### config.mk
export PLATFORM = sky130hd
export DESIGN_NAME = score_tally
export DESIGN_NICKNAME = d
export VERILOG_FILES = /design/src/rtl/score_tally.sv
export SDC_FILE = /design/constraint.sdc
export NUM_CORES = 1
export LEC_CHECK = 0
export BUFFER_PORTS_ARGS = -buffer_cell sky130_fd_sc_hd__clkbuf_2
export CORE_UTILIZATION = 49
export CTS_CLUSTER_SIZE = 8
export DETAILED_ROUTE_END_ITERATION = 10
export GPL_TIMING_DRIVEN = 0
export PLACE_DENSITY = 0.75
export SKIP_CTS_REPAIR_TIMING = 1
export SLEW_MARGIN = 0
export SYNTH_ARGS = -nofsm -noshare
export SYNTH_HDL_FRONTEND = slang
export SYNTH_SLANG_ARGS = --single-unit
export TNS_END_PERCENT = 5
### constraint.sdc
create_clock -name clk -period 1.9 [get_ports clk]
set_input_delay 0.57 -clock clk [delete_from_list [all_inputs] [get_ports clk]]
set_output_delay 0.57 -clock clk [all_outputs]
set_load 0.01 [all_outputs]
### src/rtl/score_tally.sv
// rtl/score_tally.sv - two-player score tally with seven-segment digits and winner freeze
// Optional feature: define SCORE_BLINK_EN to blink the winner's digit.
module score_tally #(
    parameter int WIN_SCORE = 7,
    parameter int BLINK_DIV = 25_000_000
) (
    input  logic       clk,
    input  logic       Reset,
    input  logic       add1,
    input  logic       add2,
    input  logic       sub2,
    output logic [6:0] HEX0,
    output logic [6:0] HEX1,
    output logic       win1,
    output logic       win2,
    output logic       game_over
);

    typedef enum logic [1:0] {
        PLAY  = 2'd0,
        P1WIN = 2'd1,
        P2WIN = 2'd2
    } state_t;

    localparam logic [3:0] WIN_VAL = 4'(WIN_SCORE);
    localparam logic [6:0] SEG_BLANK = 7'b1111111;

    state_t     state_q, state_d;
    logic [3:0] score1_q, score1_d;
    logic [3:0] score2_q, score2_d;
    logic       prev_add1_q, prev_add2_q, prev_sub2_q;
    logic       event_add1, event_add2, event_sub2;
    logic       blank1, blank2;

    function automatic logic [6:0] seg7(input logic [3:0] v);
        case (v)
            4'd0:    seg7 = 7'b1000000;
            4'd1:    seg7 = 7'b1111001;
            4'd2:    seg7 = 7'b0100100;
            4'd3:    seg7 = 7'b0110000;
            4'd4:    seg7 = 7'b0011001;
            4'd5:    seg7 = 7'b0010010;
            4'd6:    seg7 = 7'b0000010;
            4'd7:    seg7 = 7'b1111000;
            4'd8:    seg7 = 7'b0000000;
            4'd9:    seg7 = 7'b0010000;
            default: seg7 = SEG_BLANK;
        endcase
    endfunction

    assign event_add1 = add1 & ~prev_add1_q;
    assign event_add2 = add2 & ~prev_add2_q;
    assign event_sub2 = sub2 & ~prev_sub2_q;

    always_ff @(posedge clk or negedge Reset) begin
        if (!Reset) begin
            prev_add1_q <= 1'b0;
            prev_add2_q <= 1'b0;
            prev_sub2_q <= 1'b0;
        end else begin
            prev_add1_q <= add1;
            prev_add2_q <= add2;
            prev_sub2_q <= sub2;
        end
    end

    always_ff @(posedge clk or negedge Reset) begin
        if (!Reset) begin
            state_q  <= PLAY;
            score1_q <= 4'd0;
            score2_q <= 4'd0;
        end else begin
            state_q  <= state_d;
            score1_q <= score1_d;
            score2_q <= score2_d;
        end
    end

    // Scores only move in PLAY; once a winner exists everything is frozen.
    always_comb begin
        state_d  = state_q;
        score1_d = score1_q;
        score2_d = score2_q;
        if (state_q == PLAY) begin
            if (event_add1 && score1_q != WIN_VAL) begin
                score1_d = score1_q + 4'd1;
            end
            if (event_add2 && !event_sub2) begin
                if (score2_q != WIN_VAL) begin
                    score2_d = score2_q + 4'd1;
                end
            end else if (event_sub2 && !event_add2) begin
                if (score2_q != 4'd0) begin
                    score2_d = score2_q - 4'd1;
                end
            end
            if (score1_d == WIN_VAL) begin
                state_d = P1WIN;
            end else if (score2_d == WIN_VAL) begin
                state_d = P2WIN;
            end
        end
    end

`ifdef SCORE_BLINK_EN
    localparam int CNT_W = (BLINK_DIV > 1) ? $clog2(BLINK_DIV) : 1;
    localparam logic [CNT_W-1:0] CNT_MAX = CNT_W'(BLINK_DIV - 1);

    logic [CNT_W-1:0] blink_cnt_q, blink_cnt_d;
    logic             blink_on_q, blink_on_d;

    always_ff @(posedge clk or negedge Reset) begin
        if (!Reset) begin
            blink_cnt_q <= '0;
            blink_on_q  <= 1'b1;
        end else begin
            blink_cnt_q <= blink_cnt_d;
            blink_on_q  <= blink_on_d;
        end
    end

    always_comb begin
        blink_cnt_d = '0;
        blink_on_d  = 1'b1;
        if (state_q != PLAY) begin
            blink_on_d = blink_on_q;
            if (blink_cnt_q == CNT_MAX) begin
                blink_cnt_d = '0;
                blink_on_d  = ~blink_on_q;
            end else begin
                blink_cnt_d = blink_cnt_q + 1'b1;
            end
        end
    end

    assign blank1 = (state_q == P1WIN) && !blink_on_q;
    assign blank2 = (state_q == P2WIN) && !blink_on_q;
`else
    assign blank1 = 1'b0;
    assign blank2 = 1'b0;
`endif

    assign HEX0      = blank1 ? SEG_BLANK : seg7(score1_q);
    assign HEX1      = blank2 ? SEG_BLANK : seg7(score2_q);
    assign win1      = (state_q == P1WIN);
    assign win2      = (state_q == P2WIN);
    assign game_over = win1 | win2;

endmodule

### Word level (Yosys, flattened, before mapping)

Memory sizes are Yosys's and may differ from the RTL's.
Cells that the tools add are included.

* bits in registers: 13
* ROM bits: 224
* logic and storage cells: 42
* memory bits (writable): 0
* bits in latches: 0
* memories kept: 2
* output and inout port bits: 17
* input bits: 5

* muxes and demuxes: 9
* multipliers: 0
* shifts and indexed selects: 0
* div/mod/pow operators: 0
* add/subtract/negate cells: 3
* $lt $le $gt $ge: 0
* reductions and logical operators: 9
* equal/unequal tests: 6
* bitwise operators: 7

Memory list
* (name not given): words 16, width 7, read ports 1, clocked after Yosys merged registers in 0, write ports 0, line 36 `case (v)`
* (name not given): words 16, width 7, read ports 1, clocked after Yosys merged registers in 0, write ports 0, line 36

Operators with widths (count)
* two-way mux 4 bit: 7
* adder 4 x 1 -> 4 bit (second input constant): 2
* equality test 4 x 3 -> 1 bit (second input constant): 2
* != test 4 x 3 -> 1 bit (second input constant): 2
* two-way mux 2 bit: 2
* nonzero test 4 bit: 1
* subtractor 4 x 1 -> 4 bit (second input constant): 1
* bitwise AND 1 bit: 3
* logical AND 1 bit: 3
* inverter 1 bit: 3
* equality test 2 x 1 -> 1 bit (second input constant): 1
* equality test 2 bit (second input constant): 1
* logical NOT 1 bit: 2
* logical NOT 2 bit: 1
* AND reduction 2 bit: 1
* nonzero test 2 bit: 1
* OR 1 bit: 1

### Depth between registers and ports, before layout

Gate-level depths: netlist (run 1).

* depth in word-level cells: 10
* mapped depth: 8
* gate-level depth less buffers: 7

### Worst setup path after synthesis (run 1)

No wires, ideal clock.

* kind: reg-to-reg
* start: register score2_q[1]
* end: register state_q[0]
* buffers on the path: 0
* period minus slack after synthesis: 1.952 ns
* setup slack: -0.052 ns
* arrival: 1.820 ns
* setup time: 0.132 ns
* stages on the path, launching flop included: 8
* data required time: 1.768 ns
* path through: dfrtp_1 > inv_1 > ha_1 > nor3b_1 > or3_4 > or3_1 > a31oi_2 > o211ai_1

* longest elaborated chain between the ends: 8
* elaborated cells on any way between the ends: 12
* those cells by class: 2 x add/sub; 2 x eq/ne; 5 x mux; 3 x reduce/logical

RTL lines
* from (decl): line 30 `logic [3:0] score2_q, score2_d;`
* from (signal assigned): line 75 `score2_q <= score2_d;`
* subtractor 4 x 1 -> 4 bit or nonzero test 4 bit (tied branches): line 94, 93
* two-way mux 4 bit: line 93 `if (score2_q != 4'd0) begin`
* two-way mux 4 bit: line 92 `end else if (event_sub2 && !event_add2) begin`
* two-way mux 4 bit *: line 88 `if (event_add2 && !event_sub2) begin`
* two-way mux 4 bit *: line 84 `if (state_q == PLAY) begin`
* equality test 4 x 3 -> 1 bit *: line 99 `end else if (score2_d == WIN_VAL) begin`
* nonzero test 2 bit (no line) *
* AND reduction 2 bit (no line) *
* to (signal assigned): line 73 `state_q <= state_d;`
* to (decl): line 28 `state_t state_q, state_d;`

Mark *: on every way between the ends. The rest lies on a longest branch, timed or not. The select of a mux whose other input is x is not followed.
A chain may end at the register's enable or synchronous reset.

### Final worst setup path (run 1)

* start: register score1_q[1]
* end: output port HEX0[3]

* longest elaborated chain between the ends: 1

RTL lines
* from (decl): line 29 `logic [3:0] score1_q, score1_d;`
* from (signal assigned): line 74 `score1_q <= score1_d;`
* memory read (16 x 7 bit)
* to (decl): line 12 `output logic [6:0] HEX0,`

No other way between the ends.

==> out/metrics.yaml, run 1 <==
power:
  switching_power_uw: 147
  p_sw_share_pct: 26.6
  seqPwrFrac_pct: 52.4
  power_uw: 551
  combPwrFrac_pct: 16.0
  p_per_area_mw_per_mm2: 356
  leakagePower_nw: 0.688
  p_int_uw: 404
  clock_power_share_pct: 31.5
  vdd_drop_max_mv: 0.348
yosys:
  seq_area_frac_synth_pct: 27.4
  synth_top_cell_area_share_pct: 27.4
  async_flop_share_pct: 100
  syn-cell-area_mm2: 0.00119
  synth_ff_type: "dfrtp_1"
  synth-edff-count: 0
  syn_inst: 145
  synthTopCellsByArea: "dfrtp_1, ha_1, a21oi_1, nand2_1, o21ai_0"
  yosysTopAreaCell: "dfrtp_1"
  ys_types: 42
  syn-num-nets: 163
  synthTopCellsByCount: "a21oi_1, nand2_1, dfrtp_1, ha_1"
  syn_avg_cell_area_um2: 8.20
  synth-seq-cells: 13
  ys_warn_count: 0
detailed_routing:
  vias_per_cell: 5.52
  route.detailed.drc: 0
  routed_wirelength_mm: 2.79
  drt_first_pass_iters: 4
  drt_iter0_drc: 11
  antenna_left: 0
  wl_per_cell_um: 13.6
  dr_total_vias: 1137
clocking:
  cts_max_path_buffers: 2
  clk_pin_slew_ns: 0.09
  ctsHtreeMaxLevel: 1
  cts.sinks: 13
  clockRootBuffer: "clkbuf_4"
  cts_buffers: 3
  cts_tree: "yes"
  clock_latency_ns: 0.27
job:
  drv_cap: 0
sta:
  slew-limit-headroom_pct: 74.7
  max_freq_mhz: 463
  tightest_slew_ns: 0.378
  layout_min_cycle_time_ns: 2.16
  setup_tns_ns: -2.01
  fin_crit_sh_pct: 114
  fin_hold_ws_ns: 0.179
  rsz0062_at_grt: "yes"
  finalHoldViolCount: 0
  slew_violations: 0
  finalWorstSetupSlack_ns: -0.260
  finalSetupViolCount: 15
  skew_ns: 0.00346
worst_setup_path:
  startpoint_type: "register"
  path_class: "register to primary output"
  cp.arrival_ns: 1.59
  critPathRequiredTime_ns: 1.33
  crit_fanout: 6
  cp-end-kind: "primary output"
  worstPathCellList: "inv_4 -> ha_1 -> or2_4 -> a21oi_2 -> nor2_1 -> buf_2"
  max_stage_delay_ns: 0.47
  cpLargestDelayFamily: "flip-flops"
  crit_slowest_cell: "dfrtp_2"
  path_buf_inv: 2
floorplanning:
  io_pins: 22
  die-area_mm2: 0.00263
  rows: 17
  die_width_um: 51.3
  coreArea_mm2: 0.00225
  die_h_um: 51.3
  initial_core_util_pct: 52.7
cells_and_area:
  syn_to_final_growth_pct: 30.3
  drive_gt1_share_pct: 41.0
  fin_nets: 197
  fin_cells: 206
  antenna_cells: 0
  final_area_mm2: 0.00155
global_routing:
  grt_pass1_wl_mm: 4.26
  antenna_found_initial: 0
  grt_pass1_vias: 993
  global_route.usage.total_pct: 21.3
  overflow: 0
  grt_max_degree: 14
placement:
  portBuffers: 21
  dp_hpwl_mm: 1.87
  finalWeightedCongestion: 0.805
  placed_cells: 194
  placedInstanceArea_mm2: 0.00134
worst_hold_path:
  min_path_type: "primary input to async pin"
status:
  violations: "setup timing"
  status: "finished, violations left"
cells by family after synthesis:
kind of cell	synth area share, %
AOI/OAI and AO/OA	20.7
xor gates and xnor gates	2.95
adders and majority gates	14.5
buffers and inverters	7.16
DFF	27.4
muxes	3.47
and+or+nand+nor	23.8
area by class of cell:
class                      count  area [µm²]
fill                         194         706
sequential                    13         332
inverter                      11        51.3
tap                           28        35.0
clock buffer                   4        26.3
buffer                         7        56.3
multi-input combinational    114         880
timing repair buffer          29         169
through the flow:
step | setup WS (ns) | util (%)
2_1_floorplan | -0.00874 | -
3_3_place_gp | -0.178 | 59.2
3_5_place_dp | -0.196 | 59.2
4_1_cts | -0.402 | 60.4
5_1_grt | -0.302 | 68.7
6_report | -0.260 | 68.7
per-layer routing:
layer | routed length [µm] | up-vias | global-route usage (%)
met3 | 81 | 4 | 1.79
met2 | 1320 | 23 | 36.0
li1 | - | 577 | -
met5 | 0 | - | 0
met1 | 1360 | 533 | 28.7
met4 | 31 | 0 | 6.31
worst paths after layout:
| path | start | slack (ns) | cells after the start | endpoint |
|---|---|---|---|---|
| max in group asynchronous | Reset | 1.45 | 1 | score1_q[2]$_DFFE_PN0P_ |
| worst min register to register | state_q[1]$_DFFE_PN0P_ | 0.59 | 1 | state_q[1]$_DFFE_PN0P_ |
| worst max register to register | score2_q[1]$_DFFE_PN0P_ | -0.12 | 7 | state_q[0]$_DFFE_PN0P_ |
| worst min-delay path | Reset | 0.18 | 1 | prev_add1_q$_DFF_PN0_ |
| min in group clk | add2 | 0.41 | 1 | prev_add2_q$_DFF_PN0_ |
| worst max-delay path | score1_q[1]$_DFFE_PN0P_ | -0.26 | 6 | HEX0[3] |
state kept, by name, summed over array words and instances, names as in the netlist:
signal and cells:
prev_add1_q 1, prev_add2_q 1, score1_q 4, prev_sub2_q 1
state_q 2, score2_q 4
power by group through the flow:
stage | Clock (mW) | Combinational, mW | Sequential [mW]
after floorplan | 0 | 0.0560 | 0.291
after global placement | 0 | 0.0760 | 0.292
after detailed placement | 0 | 0.0775 | 0.292
after CTS | 0.176 | 0.0780 | 0.287
after global routing | 0.190 | 0.0989 | 0.290
final | 0.174 | 0.0884 | 0.289
worst reg2reg max path, delay by kind of cell (launching register included):
family | cells | cell delay [ns]
compound gates | 2 | 0.30
buf+inv | 1 | 0.08
simple gates | 3 | 0.86
flops | 1 | 0.50
fa+ha+maj | 1 | 0.18
cells in the final DEF, fill, tap and decap left out, types with 2 or more instances in the layout:
cell type / instances
ha_1: 6
dfrtp_1: 8
nor2b_1: 2
dfrtp_2: 5
clkbuf_2: 15
nand2_1: 12
xnor2_1: 4
or3_1: 2
a21oi_2: 2
nand2_2: 3
ha_2: 3
ha_4: 4
clkbuf_4: 3
nand3_1: 3
inv_1: 6
buf_2: 9
o21ai_1: 3
buf_4: 8
o21ai_0: 6
buf_6: 4
or2_4: 2
mux2i_1: 3
o21ai_2: 2
a21oi_1: 13
inv_4: 4
o211ai_1: 3
nand3b_1: 2
nor2_1: 10
nand2b_1: 4
No activity file was read; power rests on OpenSTA's default activity.
==> inputs of run 2 (changes only) <==
==> constraint.sdc (replaced) <==
create_clock -name clk -period 1.9 [get_ports clk]
set_input_delay 0.095 -clock clk [delete_from_list [all_inputs] [get_ports clk]]
set_output_delay 0.095 -clock clk [all_outputs]
set_load 0.01 [all_outputs]
==> run 2 against run 1 <==
Compared with the run above: fmax grew 8.0%; cell count grew 0.97%; clock power grew 3%; clock skew shrank 0.0014 ns; critical path depth grew 2; critical endpoint is now state_q[0]$_DFFE_PN0P_; the run still ends with setup timing left; critical path type is now register to register; total power grew 2.0%; combinational power grew 9.5%.
==> out/metrics.yaml, run 2 (synthesized netlist as in run 1, its figures left out) <==
clocking:
  ctsHtreeMaxLevel: 1  # unchanged
  cts_buffers: 3  # unchanged
  cts_tree: "yes"
  cts.sinks: 13  # unchanged
  cts_max_path_buffers: 2  # unchanged
  clock_latency_ns: 0.28  # about the same
  clockRootBuffer: "clkbuf_4"
  clk_pin_slew_ns: 0.09  # about the same
cells_and_area:
  reg_top3: "score1_q x4, score2_q x4, state_q x2"
  antenna_cells: 0  # unchanged
  drive_gt1_share_pct: 31.1  # -9.9 points
  utilization_pct: 66.5  # -2.2 points
  syn_to_final_growth_pct: 26.2
  final_common_cell: "clkbuf_2"
  final_cell_mix: "clkbuf_2, nand2_1, a21oi_1, o21ai_0"
  n_fill_cell: 208  # +7.2%
  fin_cells: 208  # +0.97%
  fin_nets: 199  # +1.0%
placement:
  placed_cells: 194  # unchanged
  portBuffers: 21  # unchanged
  dp_hpwl_mm: 1.87  # unchanged
  finalWeightedCongestion: 0.805  # unchanged
floorplanning:
  io_pins: 22  # unchanged
  die_h_um: 51.3  # unchanged
  die-area_mm2: 0.00263  # unchanged
  die_width_um: 51.3  # unchanged
  coreArea_mm2: 0.00225  # unchanged
  rows: 17  # unchanged
  initial_core_util_pct: 52.7  # unchanged
sta:
  finalSetupViolCount: 2  # -13
  finalHoldViolCount: 0  # unchanged
  max_freq_mhz: 500  # +8.0%
  slew-limit-headroom_pct: 74.9  # +0.18 points
  skew_ns: 0.00210  # -0.00136 ns
  rsz0062_at_grt: "yes"
  layout_min_cycle_time_ns: 2.00  # -0.161 ns
  slew_violations: 0  # unchanged
  fin_crit_sh_pct: 105  # -8.5 points
  finalWorstSetupSlack_ns: -0.0992  # +0.161 ns
  tightest_slew_ns: 0.374  # -0.00393 ns
detailed_routing:
  antenna_left: 0  # unchanged
  drt_iter0_drc: 29  # +18
  met3WireLength_um: 94  # +16%
  dr.max_layer_used: "met4"
  wl_per_cell_um: 12.8  # -5.3%
  drt_first_pass_iters: 4  # unchanged
  dr_total_vias: 1144  # +0.62%
  routed-wl-met2_mm: 1.25  # -5.6%
  routed_wirelength_mm: 2.67  # -4.4%
  vias_per_cell: 5.50  # -0.35%
  wl_met1_mm: 1.30  # -4.1%
  route.detailed.drc: 0  # unchanged
job:
  drv_cap: 0  # unchanged
worst_setup_path:
  startpoint_type: "register"
  crit_slowest_cell: "dfrtp_1"
  path_buf_inv: 3  # +1
  crit_fanout: 10  # +4
  critPathRequiredTime_ns: 2.06  # +0.73 ns
  cpLargestDelayFamily: "compound AO/OA/AOI/OAI gates"
  worstPathCellList: "buf_6 -> clkbuf_4 -> inv_1 -> ha_1 -> nor4_1 -> o22ai_1 -> a31oi_4 -> o211ai_1"
  cp-end-kind: "register"
  path_class: "register to register"
  cp.arrival_ns: 2.16  # +0.57 ns
  max_stage_delay_ns: 0.38  # -0.09 ns
global_routing:
  grt_pass1_vias: 993  # unchanged
  overflow: 0  # unchanged
  grt_max_degree: 14  # unchanged
  grt_pass1_wl_mm: 4.26  # unchanged
  antenna_found_initial: 0  # unchanged
  global_route.usage.total_pct: 21.3  # unchanged
worst_hold_path:
  min_path_type: "primary input to register"
status:
  violations: "setup timing"
  status: "finished, violations left"
power:
  leakagePower_nw: 0.690  # +0.22%
  power_uw: 562  # +2.0%
  vdd_drop_max_mv: 0.348  # -0.11%
  p_per_area_mw_per_mm2: 374  # +5.3%
==> run 2: cell count changes in the layout (fill, tap and decap cells not counted), sizes merged <==
cell,change
buf,-11
clkbuf,+9
dlygate4sd3,+4
==> run 2: layer usage <==
| layer | global-route usage [%] | vias to the layer above |
|---|---|---|
| met5 | 0 | - |
| met4 | 6.31 | 0 |
| met3 | 1.79 | 4 |
| met2 | 36.0 | 35 |
| met1 | 28.7 | 528 |
| li1 | - | 577 |
==> run 2: cell type report <==
class | count | area (µm²) | share of cell area (%)
Tap cell | 28 | 35.0 | 2.34
Sequential cell | 13 | 330 | 22.0
Clock buffer | 4 | 26.3 | 1.75
Timing Repair Buffer | 31 | 190 | 12.7
Buffer | 7 | 48.8 | 3.25
Multi-Input combinational cell | 114 | 828 | 55.2
Inverter | 11 | 41.3 | 2.75
==> run 2: where the power goes <==
| group | internal (mW) | switching [mW] | total [mW] |
|---|---|---|---|
| clock network | 0.0813 | 0.0986 | 0.180 |
| registers | 0.282 | 0.00303 | 0.285 |
| logic | 0.0463 | 0.0506 | 0.0968 |
==> run 2: worst paths after layout <==
| path | cells after the start | end | from | slack, ns |
|---|---|---|---|---|
| min in group asynchronous | 2 | state_q[1]$_DFFE_PN0P_ | Reset | 0.25 |
| worst min-delay path | 3 | score1_q[3]$_DFFE_PN0P_ | add1 | 0.22 |
| max in group asynchronous | 2 | score2_q[1]$_DFFE_PN0P_ | Reset | 1.39 |
| worst max-delay path | 8 | state_q[0]$_DFFE_PN0P_ | score2_q[2]$_DFFE_PN0P_ | -0.1 |
| worst max register to register | 8 | state_q[0]$_DFFE_PN0P_ | score2_q[2]$_DFFE_PN0P_ | -0.1 |
| worst min register to register | 1 | state_q[1]$_DFFE_PN0P_ | state_q[1]$_DFFE_PN0P_ | 0.59 |
==> run 2: stage by stage <==
| stage | TNS (ns) | hold WS [ns] | cell area [µm²] | worst slack (ns) |
|---|---|---|---|---|
| 6_report | -0.186 | 0.224 | 1500 | -0.0992 |
| 5_1_grt | -0.516 | 0.285 | 1500 | -0.235 |
| 4_1_cts | -0.383 | -0.282 | 1360 | -0.192 |
| 3_5_place_dp | -0.364 | 0.0137 | 1340 | -0.188 |
| 3_3_place_gp | -0.326 | 0.00799 | 1340 | -0.166 |
| 2_1_floorplan | -0.00874 | -0.201 | 1190 | -0.00874 |
==> run 2: tightest hold or removal path, cell delays in order <==
cell	delay (ns)
clkbuf_2	0.09
nor2b_1	0.17
a31oi_1	0.11
==> inputs of run 3 (changes only) <==
Settings changed: ABC_AREA from default to 1, CORE_UTILIZATION 49 to 59, PLACE_DENSITY 0.75 to 0.81.
Clock period 1.9 ns to 2.5 ns, I/O delays scaled along.
==> run 3 against run 2 <==
Compared with the run above: the run now ends clean; wire length up 0.71%; largest cell class unchanged; highest routed layer unchanged; largest power group is now combinational logic; synthesized cell count grew 17%; first-iteration DRC count increased by 10%; clock power decreased by 25%.
==> out/metrics.yaml, run 3 <==
worst_setup_path:
  reg2regPathDepth: 12  # +4
  max_stage_delay_ns: 0.47  # +0.09 ns
  path_buf_inv: 1  # -2
  critPathRequiredTime_ns: 2.68  # +0.62 ns
  path_class: "register to register"
  startpoint_type: "register"
  crit_fanout: 7  # -3
  cp.depth: 12  # +4
  cp.arrival_ns: 2.18  # +0.02 ns
  worstPathCellList: "inv_1 -> ha_1 -> ha_1 -> nand3b_1 -> nand2_1 -> nand2_1 -> nor2_1 -> nand2_1 -> nand2_1 -> nand2_1 -> nand2_1 -> nand2_1"
  cpLargestDelayFamily: "simple AND/OR/NAND/NOR gates"
  cp-end-kind: "register"
  crit_slowest_cell: "dfrtp_1"
  crit_top_cell: "nand2_1"
placement:
  placed_cells: 217  # +12%
  dp_hpwl_mm: 2.08  # +11%
  portBuffers: 21  # unchanged
  finalWeightedCongestion: 0.932  # +16%
global_routing:
  overflow: 0  # unchanged
  global_route.usage.total_pct: 25.6  # +4.3 points
  grt_pass1_wl_mm: 3.98  # -6.5%
  antenna_found_initial: 0  # unchanged
  grt_pass1_vias: 986  # -0.70%
  grt_max_degree: 14  # unchanged
clocking:
  clock_latency_ns: 0.28  # about the same
  clockRootBuffer: "clkbuf_4"
  cts_max_path_buffers: 2  # unchanged
  cts_tree: "yes"
  cts.sinks: 13  # unchanged
  ctsHtreeMaxLevel: 1  # unchanged
  clk_pin_slew_ns: 0.08  # about the same
  cts_buffers: 3  # unchanged
yosys:
  synthTopCellsByCount: "nand2_1, inv_1, o21ai_0"
  syn-cell-area_mm2: 0.00122  # +2.9%
  async_flop_share_pct: 100  # unchanged
  syn_avg_cell_area_um2: 7.24  # -12%
  ys_types: 25  # -40%
  synth-edff-count: 0  # unchanged
  syn-num-nets: 187  # +15%
  synthTopCellsByArea: "dfrtp_1, nand2_1, ha_1, inv_1, o21ai_0"
  synth-seq-cells: 13  # unchanged
  synth_top_cell_area_share_pct: 26.6  # -0.78 points
  seq_area_frac_synth_pct: 26.6  # -0.78 points
  synth_ff_type: "dfrtp_1"
  yosysTopAreaCell: "dfrtp_1"
  ys_warn_count: 0  # unchanged
  syn_inst: 169  # +17%
  synth_most_common_cell: "nand2_1"
sta:
  tightest_slew_ns: 0.416  # +0.0424 ns
  finalSetupViolCount: 0  # -2
  layout_min_cycle_time_ns: 2.00  # -0.0000977 ns
  fin_crit_sh_pct: 80.0  # -25 points
  setup_tns_ns: 0  # +0.186 ns
  slew-limit-headroom_pct: 72.2  # -2.6 points
  slew_violations: 0  # unchanged
  finalHoldViolCount: 0  # unchanged
  skew_ns: 0.00272  # +0.000622 ns
  fin_hold_ws_ns: 0.259  # +0.0348 ns
  max_freq_mhz: 500  # about the same
  rsz0062_at_grt: "no"
cells_and_area:
  final_cell_mix: "nand2_1, clkbuf_2, inv_1, o21ai_0"
  ff_latch_area_um2: 325  # -1.5%
  utilization_pct: 72.8  # +6.3 points
  drive_gt1_share_pct: 23.2  # -7.9 points
  final_common_cell: "nand2_1"
  multi_input_comb_area_um2: 762  # -8.0%
  fin_cells: 225  # +8.2%
  antenna_cells: 0  # unchanged
  syn_to_final_growth_pct: 16.8
  fin_nets: 217  # +9.0%
  reg_top3: "score1_q x4, score2_q x4, state_q x2"
  n_fill_cell: 175  # -16%
power:
  vdd_drop_max_mv: 0.778  # +120%
  p_per_area_mw_per_mm2: 1250  # +230%
  power_mw: 1.79  # +220%
  leakagePower_nw: 0.787  # +14%
floorplanning:
  die_width_um: 47.5  # -7.2%
  initial_core_util_pct: 62.4  # +9.7 points
  die-area_mm2: 0.00226  # -14%
  die_h_um: 47.5  # -7.2%
  io_pins: 22  # unchanged
  coreArea_mm2: 0.00196  # -13%
  rows: 16  # -1
detailed_routing:
  wl_per_cell_um: 11.9  # -6.9%
  drt_first_pass_iters: 4  # unchanged
  vias_per_cell: 5.26  # -4.4%
  drt_iter0_drc: 32  # +10%
  routed_wirelength_mm: 2.69  # +0.71%
  route.detailed.drc: 0  # unchanged
  dr_total_vias: 1183  # +3.4%
  antenna_left: 0  # unchanged
worst_hold_path:
  min_path_type: "primary input to async pin"
status:
  status: "finished clean"
job:
  drv_cap: 0  # unchanged
run 3: cells by family (layout without fill, tap and decap cells):
| family | Yosys count | after routing | synth area share [%] |
|---|---|---|---|
| buf+inv | 29 | 58 | 11.1 |
| fa+ha+maj | 13 | 13 | 13.3 |
| simple gates | 86 | 86 | 34.7 |
| compound gates | 25 | 25 | 11.6 |
| flops | 13 | 13 | 26.6 |
| xor+xnor | 3 | 3 | 2.76 |
run 3: final cells by class:
type | instances | share of cell area, %
tap | 27 | 2.36
multi-input combinational | 127 | 53.3
clock buffer | 4 | 1.84
buffer | 4 | 2.63
inverter | 25 | 6.92
timing repair buffer | 25 | 10.2
sequential | 13 | 22.8
run 3: where the power goes:
group          total (mW)  switching [mW]  internal, mW  leakage (nW)
Sequential          0.373          0.0860         0.287         0.160
Clock               0.135          0.0729        0.0620        0.0150
Combinational        1.28           0.786         0.491         0.612
Total                1.79           0.945         0.840         0.787
run 3: through the flow:
stage          area, µm²  setup WS, ns
2_1_floorplan       1220         0.766
3_3_place_gp        1360         0.586
3_5_place_dp        1360         0.538
4_1_cts             1390         0.505
5_1_grt             1430         0.366
6_report            1430         0.501
run 3: routing by layer:
metal / track usage, % / vias to the layer above / part of all wire, %
met5: 0 / - / 0
met4: 7.78 / 0 / 0.67
met3: 5.66 / 4 / 3.7
met2: 44.9 / 29 / 51
met1: 31.3 / 554 / 44
li1: - / 596 / -
run 3: worst paths after layout:
path,start,endpoint,slack [ns]
setup / recovery,score2_q[0]$_DFFE_PN0P_,state_q[1]$_DFFE_PN0P_,0.50
hold / removal,Reset,prev_sub2_q$_DFF_PN0_,0.26
setup reg to reg,score2_q[0]$_DFFE_PN0P_,state_q[1]$_DFFE_PN0P_,0.50
hold reg to reg,state_q[0]$_DFFE_PN0P_,state_q[0]$_DFFE_PN0P_,0.52
max in group asynchronous,Reset,score2_q[0]$_DFFE_PN0P_,2.00
min in group clk,add1,prev_add1_q$_DFF_PN0_,0.51
run 3: worst reg2reg max path: cells and delay by family (launching register included):
kind                       cells  cell delay [ns]
adders and majority gates      2             0.55
DFF                            1             0.47
and+or+nand+nor                9             0.74
buffers and inverters          1             0.14
